$ cat src/rtl/stopwatch_pkg.sv
// Shared types and constants for the stopwatch controller slice.
package stopwatch_pkg;

  typedef enum logic [1:0] {
    ST_IDLE  = 2'd0,
    ST_RUN   = 2'd1,
    ST_PAUSE = 2'd2
  } state_t;

  // Largest value the 8-digit BCD counter can show.
  localparam logic [31:0] BCD_MAX = 32'h9999_9999;

endpackage

$ cat src/rtl/stopwatch_ctrl_button_cond.sv
// Push-button conditioner: 2-flop synchronizer, debounce, one-cycle press pulse.
module button_cond #(
  parameter int unsigned DEBOUNCE_CYCLES = 1000000
) (
  input  logic clk,
  input  logic reset_n,
  input  logic btn_raw,
  output logic pulse
);

  localparam int unsigned CW = (DEBOUNCE_CYCLES < 2) ? 1 : $clog2(DEBOUNCE_CYCLES + 1);
  localparam logic [CW-1:0] CNT_LAST = CW'(DEBOUNCE_CYCLES - 1);

  logic          sync1_q, sync1_d;
  logic          sync2_q, sync2_d;
  logic [CW-1:0] cnt_q, cnt_d;
  logic          level_q, level_d;
  logic          level_dly_q, level_dly_d;
  logic          pulse_q, pulse_d;

  // Debounced level flips only after the synchronized input has disagreed
  // with it for DEBOUNCE_CYCLES consecutive samples; a rising flip makes one pulse.
  always_comb begin
    sync1_d     = btn_raw;
    sync2_d     = sync1_q;
    cnt_d       = '0;
    level_d     = level_q;
    level_dly_d = level_q;
    pulse_d     = level_q & ~level_dly_q;
    if (sync2_q != level_q) begin
      if (cnt_q == CNT_LAST) begin
        level_d = sync2_q;
      end else begin
        cnt_d = cnt_q + 1'b1;
      end
    end
  end

  // Conditioner registers, cleared to the released state.
  always_ff @(posedge clk or negedge reset_n) begin
    if (!reset_n) begin
      sync1_q     <= 1'b0;
      sync2_q     <= 1'b0;
      cnt_q       <= '0;
      level_q     <= 1'b0;
      level_dly_q <= 1'b0;
      pulse_q     <= 1'b0;
    end else begin
      sync1_q     <= sync1_d;
      sync2_q     <= sync2_d;
      cnt_q       <= cnt_d;
      level_q     <= level_d;
      level_dly_q <= level_dly_d;
      pulse_q     <= pulse_d;
    end
  end

  assign pulse = pulse_q;

endmodule

$ cat src/rtl/stopwatch_ctrl.sv
// Stopwatch sequencing controller: button handling, IDLE/RUN/PAUSE FSM,
// count-tick prescaler, lap freeze and display source selection.
module stopwatch_ctrl #(
  parameter int unsigned TICK_DIV        = 500000,
  parameter int unsigned DEBOUNCE_CYCLES = 1000000
) (
  input  logic        clk,
  input  logic        reset_n,
  input  logic        btn_start,
  input  logic        btn_lap,
  input  logic        btn_clear,
  input  logic [31:0] count_value,
  output logic        cnt_enable,
  output logic        cnt_clear,
  output logic [31:0] disp_value,
  output logic        running,
  output logic        lap_active,
  output logic        sat
);

  import stopwatch_pkg::*;

  localparam int unsigned PW = $clog2(TICK_DIV);
  localparam logic [PW-1:0] PRESC_LAST = PW'(TICK_DIV - 1);

  logic p_start, p_lap, p_clear;

  button_cond #(.DEBOUNCE_CYCLES(DEBOUNCE_CYCLES)) u_btn_start (
    .clk(clk), .reset_n(reset_n), .btn_raw(btn_start), .pulse(p_start)
  );
  button_cond #(.DEBOUNCE_CYCLES(DEBOUNCE_CYCLES)) u_btn_lap (
    .clk(clk), .reset_n(reset_n), .btn_raw(btn_lap), .pulse(p_lap)
  );
  button_cond #(.DEBOUNCE_CYCLES(DEBOUNCE_CYCLES)) u_btn_clear (
    .clk(clk), .reset_n(reset_n), .btn_raw(btn_clear), .pulse(p_clear)
  );

  state_t        state_q, state_d;
  logic [PW-1:0] presc_q, presc_d;
  logic          cnt_enable_q, cnt_enable_d;
  logic          cnt_clear_q, cnt_clear_d;
  logic          lap_active_q, lap_active_d;
  logic [31:0]   lap_reg_q, lap_reg_d;
  logic          running_q, running_d;
  logic          sat_q, sat_d;
  logic          tick_due, sat_hit;

  // Next-state logic; within a cycle clear beats start beats lap, and a
  // pulse that is ignored in the current state does not block lower ones.
  always_comb begin
    state_d      = state_q;
    presc_d      = presc_q;
    cnt_enable_d = 1'b0;
    cnt_clear_d  = 1'b0;
    lap_active_d = lap_active_q;
    lap_reg_d    = lap_reg_q;
    sat_d        = sat_q;
    tick_due     = (state_q == ST_RUN) && (presc_q == PRESC_LAST);
    sat_hit      = tick_due && (count_value == BCD_MAX);
    unique case (state_q)
      ST_IDLE: begin
        presc_d = '0;
        if (p_clear) begin
          cnt_clear_d = 1'b1;
        end else if (p_start) begin
          state_d = ST_RUN;
        end
      end
      ST_RUN: begin
        presc_d      = tick_due ? '0 : presc_q + 1'b1;
        cnt_enable_d = tick_due & ~sat_hit;
        if (sat_hit) begin
          sat_d   = 1'b1;
          state_d = ST_PAUSE;
        end
        if (p_start) begin
          state_d = ST_PAUSE;
        end else if (p_lap) begin
          lap_active_d = ~lap_active_q;
          if (!lap_active_q) lap_reg_d = count_value;
        end
      end
      ST_PAUSE: begin
        if (p_clear) begin
          cnt_clear_d  = 1'b1;
          lap_active_d = 1'b0;
          sat_d        = 1'b0;
          presc_d      = '0;
          state_d      = ST_IDLE;
        end else if (p_start && !sat_q) begin
          state_d = ST_RUN;
        end else if (p_lap) begin
          lap_active_d = 1'b0;
        end
      end
      default: begin
        state_d = ST_IDLE;
        presc_d = '0;
      end
    endcase
    running_d = (state_d == ST_RUN);
  end

  // FSM state and registered outputs.
  always_ff @(posedge clk or negedge reset_n) begin
    if (!reset_n) begin
      state_q      <= ST_IDLE;
      presc_q      <= '0;
      cnt_enable_q <= 1'b0;
      cnt_clear_q  <= 1'b0;
      lap_active_q <= 1'b0;
      lap_reg_q    <= '0;
      running_q    <= 1'b0;
      sat_q        <= 1'b0;
    end else begin
      state_q      <= state_d;
      presc_q      <= presc_d;
      cnt_enable_q <= cnt_enable_d;
      cnt_clear_q  <= cnt_clear_d;
      lap_active_q <= lap_active_d;
      lap_reg_q    <= lap_reg_d;
      running_q    <= running_d;
      sat_q        <= sat_d;
    end
  end

  assign cnt_enable = cnt_enable_q;
  assign cnt_clear  = cnt_clear_q;
  assign running    = running_q;
  assign lap_active = lap_active_q;
  assign sat        = sat_q;
  assign disp_value = lap_active_q ? lap_reg_q : count_value;

endmodule

$ cat config.mk
export PLATFORM = sky130hd
export DESIGN_NAME = stopwatch_ctrl
export DESIGN_NICKNAME = d
export VERILOG_FILES = /design/src/rtl/stopwatch_pkg.sv /design/src/rtl/stopwatch_ctrl_button_cond.sv /design/src/rtl/stopwatch_ctrl.sv
export SDC_FILE = /design/constraint.sdc
export NUM_CORES = 1
export LEC_CHECK = 0
export BUFFER_PORTS_ARGS = -buffer_cell sky130_fd_sc_hd__buf_4
export CELL_PAD_IN_SITES_DETAIL_PLACEMENT = 0
export CELL_PAD_IN_SITES_GLOBAL_PLACEMENT = 1
export CORE_ASPECT_RATIO = 0.7
export CORE_MARGIN = 2
export CORE_UTILIZATION = 42
export CTS_CLUSTER_DIAMETER = 60
export DETAILED_ROUTE_END_ITERATION = 10
export PLACE_DENSITY_LB_ADDON = 0.1
export SYNTH_ARGS = -nofsm -noshare
export SYNTH_HDL_FRONTEND = slang
export SYNTH_HIERARCHICAL = 1
export SYNTH_SLANG_ARGS = --single-unit
$ cat constraint.sdc
create_clock -name clk -period 2.1 [get_ports clk]
set_clock_uncertainty 0.2 [all_clocks]
set_input_delay 0 -clock clk [delete_from_list [all_inputs] [get_ports clk]]
set_output_delay 0 -clock clk [all_outputs]
set_load 0.02 [all_outputs]
# After elaboration in Yosys (flattened, before gate mapping)
# Cells that the tools add are included.
[op_classes]
addsub = 4
n_eq_ne = 17
muxes = 29
bitwise_logic = 10
n_reduce_logical = 13
[op_table]
columns = ["cell", "n"]
rows = [
  ["20-bit two-way mux", 6],
  ["20-bit by 1-bit adder with 20-bit output (second input constant)", 3],
  ["20-bit equality test (second input constant)", 3],
  ["19-bit two-way mux", 2],
  ["19-bit one-hot mux with 2 select lines", 1],
  ["32-bit equality test (second input constant)", 1],
  ["32-bit two-way mux", 1],
  ["19-bit by 1-bit adder with 19-bit output (second input constant)", 1],
  ["19-bit equality test (second input constant)", 1],
  ["2-bit two-way mux", 6],
  ["1-bit two-way mux", 10],
  ["1-bit inverter", 6],
  ["2-bit one-hot mux with 3 select lines", 1],
  ["2-bit AND reduction", 3],
  ["3-bit AND reduction", 2],
  ["5-bit AND reduction", 1],
  ["1-bit bitwise AND", 4],
  ["2-bit by 1-bit equality test with 1-bit output (second input constant)", 2],
  ["2-bit by 1-bit != test with 1-bit output (second input constant)", 2],
  ["2-bit != test (second input constant)", 2],
  ["1-bit one-hot mux with 2 select lines", 2],
  ["1-bit logical AND", 3],
  ["1-bit != test", 3],
  ["3-bit by 1-bit != test with 1-bit output (second input constant)", 1],
  ["other kinds (6)", 6],
]
[totals]
ff_bits = 133
in_bits = 37
out_inout_bits = 37
elab_cells = 99

# Depth between registers and ports, before layout
[depth]
depth_word = 7
mapped_depth = 7
ltp_nobuf = 6

# By module
# The synthesis kept the hierarchy.
[modules_own_cells]
columns = ["mod", "n_inst", "cells_per_inst", "area_per_inst_um2", "seq_area_each_um2"]
rows = [
  ["button_cond", 3, 109, 1171.1, 625.6],
  ["stopwatch_ctrl", 1, 269, 3093.0, 1451.4],
]

# Least setup slack after synthesis
# No wires, ideal clock.
[synth_timing]
kind = "register -> register"
startpoint = "reg presc_q[11]"
endpoint = "reg presc_q[0]"
setup_time_ps = 125
arrival_ps = 1772
required_time_ps = 1775
setup_slack_ps = 3
stages_incl_launch_ff = 6
n_path_buf = 1
synth_period_minus_slack_ps = 2097
path_cell_list = "dfrtp_1 -> or4b_4 -> nor4_4 -> a21oi_2 -> buf_6 -> mux2_2"
[synth_via]
elab_chain_len = 4
[synth_rtl]
columns = ["item", "line", "source"]
rows = [
  ["start, declared", "stopwatch_ctrl.sv:39", "logic [PW-1:0] presc_q, presc_d;"],
  ["start signal, assigned", "stopwatch_ctrl.sv:117", "presc_q <= presc_d;"],
  ["19-bit equality test", "stopwatch_ctrl.sv:58", "tick_due = (state_q == ST_RUN) && (presc_q == PRESC_LAST);"],
  ["1-bit logical AND", "stopwatch_ctrl.sv:58", ""],
  ["19-bit two-way mux", "stopwatch_ctrl.sv:70", "presc_d = tick_due ? '0 : presc_q + 1'b1;"],
  ["19-bit one-hot mux with 2 select lines", "stopwatch_ctrl.sv:60", "unique case (state_q)"],
]
# No other way between the ends.
# A chain may end at the register's enable or synchronous reset.

# Worst setup path after layout
[layout_timing]
startpoint = "reg presc_q[10]"
endpoint = "reg presc_q[14]"
[layout_via]
elab_chain_len = 4
elab_cells_between_ends = 5
classes_between = "1 x add/sub; 1 x eq/ne; 2 x mux; 1 x reduce/logical"
[layout_rtl]
columns = ["item", "line"]
rows = [
  ["parallel branches: the longest is 2 deep, another holds 19-bit by 1-bit adder with 19-bit output", "-"],
  ["19-bit two-way mux (*)", "stopwatch_ctrl.sv:70"],
  ["19-bit one-hot mux with 2 select lines (*)", "stopwatch_ctrl.sv:60"],
]
# Every way passes the cells marked *.

==> Flow_metrics.wiki <==
{| class="wikitable"
! Metric !! Value
|-
| Post-detailed-placement half-perimeter wirelength || 10.4 mm
|-
| Clock period minus worst slack || 2.20 ns
|-
| Number of H-tree levels || 4
|-
| Overall Global Routing Usage || 19.2%
|-
| TritonCTS Sinks || 133
|-
| Placeable core region || 15500 um2
|-
| Critical path peak fanout || 6
|-
| Type of element capturing the critical path || flip-flop
|-
| Starting utilization of the core area || 42.8%
|-
| Worst path buffer plus inverter count || 1
|-
| Antenna cell count || 0
|-
| Top-level I/O count || 74
|-
| MaxCap Viol Count || 0
|-
| Mean instance size in the synthesized netlist || 11.1 um2
|-
| Setup tns final || -0.554 ns
|-
| Crit-path max cell delay || 0.56 ns
|-
| Wire length of the first global-routing pass || 25.6 mm
|-
| Layout Area Growth over Synthesis || 34.5%
|-
| Crit path cell chain || or4b_4, nor4_4, buf_4, a21oi_4, a21o_1, a22o_1
|-
| Number of antenna violations at the first check in global routing || 0
|-
| Count of input and output buffers || 73
|-
| Area of the multi-input gates || 3240 um2
|-
| Nature of the critical path startpoint || flip-flop
|-
| Die footprint || 16800 um2
|-
| Share of the synthesized area in the top cell type || 50.4%
|-
| Number of iterations in the first detailed-routing pass || 4
|-
| F_max || 454 MHz
|-
| DRT antenna net count || 0
|-
| Clock network latency to the later pin of the worst-skew pair || 0.42 ns
|-
| Die extent in y || 109 um
|-
| Ratio of cells with drive above 1 in the final layout || 33.9%
|-
| Finished Core Util || 57.5%
|-
| Routed WL || 15.1 mm
|-
| Cell family with most CP delay || simple AND/OR/NAND/NOR gates
|-
| Detailed router's first-iteration violation count || 288
|-
| Number of enable flip-flop cells after synthesis || 0
|-
| Worst hold margin || 0.0269 ns
|-
| Worst setup slack after layout || -0.105 ns
|-
| Total area of sequential cells || 3330 um2
|-
| Number of slew-limit violations in the final report || 0
|-
| Seq cells post-synth || 133
|-
| Leading cell types by count after synthesis || sky130_fd_sc_hd__dfrtp_1, sky130_fd_sc_hd__mux2_2, sky130_fd_sc_hd__nor2_1
|-
| Via count of the first global-routing pass || 5136
|-
| DRC violations left || 0
|-
| Via count || 5172
|-
| Library cell with the highest instance count after synthesis || sky130_fd_sc_hd__dfrtp_1
|-
| Cells after synthesis || 596
|-
| Setup repair after global routing missed its margin || yes
|-
| Worst-path clk slew || 0.06 ns
|-
| Cell with the largest stage delay on the worst path || sky130_fd_sc_hd__or4b_4
|-
| Critical path data required time || 2.21 ns
|-
| Grt ovf || 0
|-
| TritonCTS Buffers || 17
|-
| Status || finished, violations left
|-
| Peak VDD IR || 0.447 mV
|-
| Worst hold path type || in2reg
|-
| Number of fill cells in the layout || 1288
|-
| Total nets after synthesis || 637
|-
| Clock root cell || sky130_fd_sc_hd__clkbuf_16
|-
| Global placer's final weighted congestion || 0.825
|-
| Maximum number of pins on one net before global-route repair || 48
|-
| Violated checks || negative setup slack
|-
| Number of distinct standard cells referenced by the synthesized netlist || 48
|-
| Floorplan row count || 38
|-
| Slew at the pin closest to its max-slew limit || 0.554 ns
|-
| Vias per Instance || 5.29
|-
| Period utilisation layout || 105%
|-
| Async SR Flop Fraction || 100%
|-
| Arrival @ worst endpoint || 2.31 ns
|-
| Share of the yosys chip area belonging to registers || 50.4%
|-
| Bufs on Longest Clock Path || 2
|-
| Predominant post-synthesis flop cell || sky130_fd_sc_hd__dfrtp_1
|-
| Cell types with the largest area share after synthesis || sky130_fd_sc_hd__dfrtp_1, sky130_fd_sc_hd__mux2_2, sky130_fd_sc_hd__xor2_1
|-
| Final layout net count || 806
|-
| Yosys warning total || 6
|-
| Max_slew headroom || 63.0%
|-
| Die Wd || 154 um
|-
| Worst setup path class || reg2reg
|-
| Final setup vio count || 10
|-
| Cell Area, Synth || 6610 um2
|-
| TritonCTS clock tree || done
|-
| Largest area contributor in the netlist || sky130_fd_sc_hd__dfrtp_1
|-
| Hold Vio Cnt, Final || 0
|-
| Leakage Power || 4.00 nW
|-
| Pwr dens || 678 nW/um2
|-
| Post-detailed-route wirelength per cell || 15.5 um
|}
-- stage by stage --
stage	setup slack, ns	instance area [um2]	cells	power [mW]
finish	-0.105	8890	978	6.02
global route	-0.144	8890	978	6.27
CTS	-0.0679	8810	975	6.11
detailed placement	-0.152	7780	903	2.97
global placement	-0.0942	7780	903	2.97
floorplan	0.00322	6610	596	2.77
-- layout make-up --
type / count / area share (%)
sequential: 133 / 37.5
clock inverter: 12 / 1.73
multi-input combinational: 438 / 36.5
inverter: 4 / 0.169
clock buffer: 20 / 5.14
timing repair buffer: 171 / 16.2
tap: 200 / 2.82
-- metal layers --
layer  vias to the layer above  track usage, %  share of wire (%)
met3                        15            5.29                5.3
li1                       2538               -                  -
met5                         -               0                  0
met2                       119            27.8                 42
met4                         0            6.48                1.2
met1                      2500            28.0                 51
-- registers in the layout, summed over array words and instances, names as in the netlist, 2 cells and up --
register           count
lap_reg_q             32
presc_q               19
state_q                2
u_btn_clear/cnt_q     20
u_btn_lap/cnt_q       20
u_btn_start/cnt_q     20
-- repair_timing --
item	in CTS	in global routing
gates cloned	1	0
resized for setup	6	15
hold buffers	37	0
buffers inserted	2	3
endpoints found under the setup margin	14	73
pin swaps	2	2
hold endpoints to repair	172	0
-- where the power goes --
| group | total (mW) | internal, mW | leakage (nW) | switching [mW] |
|---|---|---|---|---|
| clock network | 3.04 | 1.93 | 0.292 | 1.11 |
| registers | 2.60 | 2.58 | 1.83 | 0.0171 |
| logic | 0.382 | 0.195 | 1.88 | 0.187 |
| total | 6.02 | 4.71 | 4.00 | 1.32 |
-- cells by family after synthesis --
logic type               Yosys count  share of synthesized area (%)
AO/OA/AOI/OAI                     71                           7.41
XOR/XNOR                          39                           5.17
adder cells (fa/ha/maj)            4                          0.758
buffers and inverters             26                           1.86
flip-flops                       133                           50.4
multiplexers                      75                           12.7
AND/OR/NAND/NOR                  248                           21.7
-- cell usage in the layout (no fill, tap or decap), drive strengths merged, types with 2 or more instances in the layout --
cell type | synthesis | final
nand4b | 3 | 3
a32oi | 2 | 2
dlygate4sd3 | 0 | 37
o21a | 2 | 2
a22o | 4 | 4
or4b | 2 | 2
nor3 | 6 | 6
and3 | 15 | 15
a21oi | 29 | 30
inv | 4 | 4
nand4 | 8 | 8
xnor2 | 15 | 15
o41ai | 3 | 3
clkbuf | 7 | 20
nand3 | 43 | 43
nor4 | 8 | 8
xor2 | 24 | 24
ha | 4 | 4
clkinvlp | 0 | 3
mux2 | 70 | 70
or4 | 11 | 11
dfrtp | 133 | 133
and4 | 14 | 14
mux2i | 5 | 5
nand2 | 44 | 44
o211ai | 2 | 2
nor4bb | 8 | 8
o31ai | 6 | 6
nor2 | 52 | 52
buf | 15 | 134
or3 | 16 | 16
a22oi | 2 | 2
nor2b | 7 | 7
clkinv | 0 | 6
bufinv | 0 | 3
o21ai | 17 | 17
nor4b | 6 | 6
-- path summary, 6_finish.rpt --
check | from | endpoint | slack, ns | depth (start not counted)
setup / recovery | presc_q[10] | presc_q[14] | -0.10 | 6
hold / removal | btn_start | u_btn_start/sync1_q | 0.03 | 2
setup reg to reg | presc_q[10] | presc_q[14] | -0.10 | 6
hold reg to reg | u_btn_lap/sync1_q | u_btn_lap/sync2_q | 0.15 | 0
max in group asynchronous | reset_n | lap_reg_q[20] | 0.67 | 4
min in group asynchronous | reset_n | u_btn_start/cnt_q[16] | 0.42 | 3
Note: power is estimated with default switching activity, not from simulation.
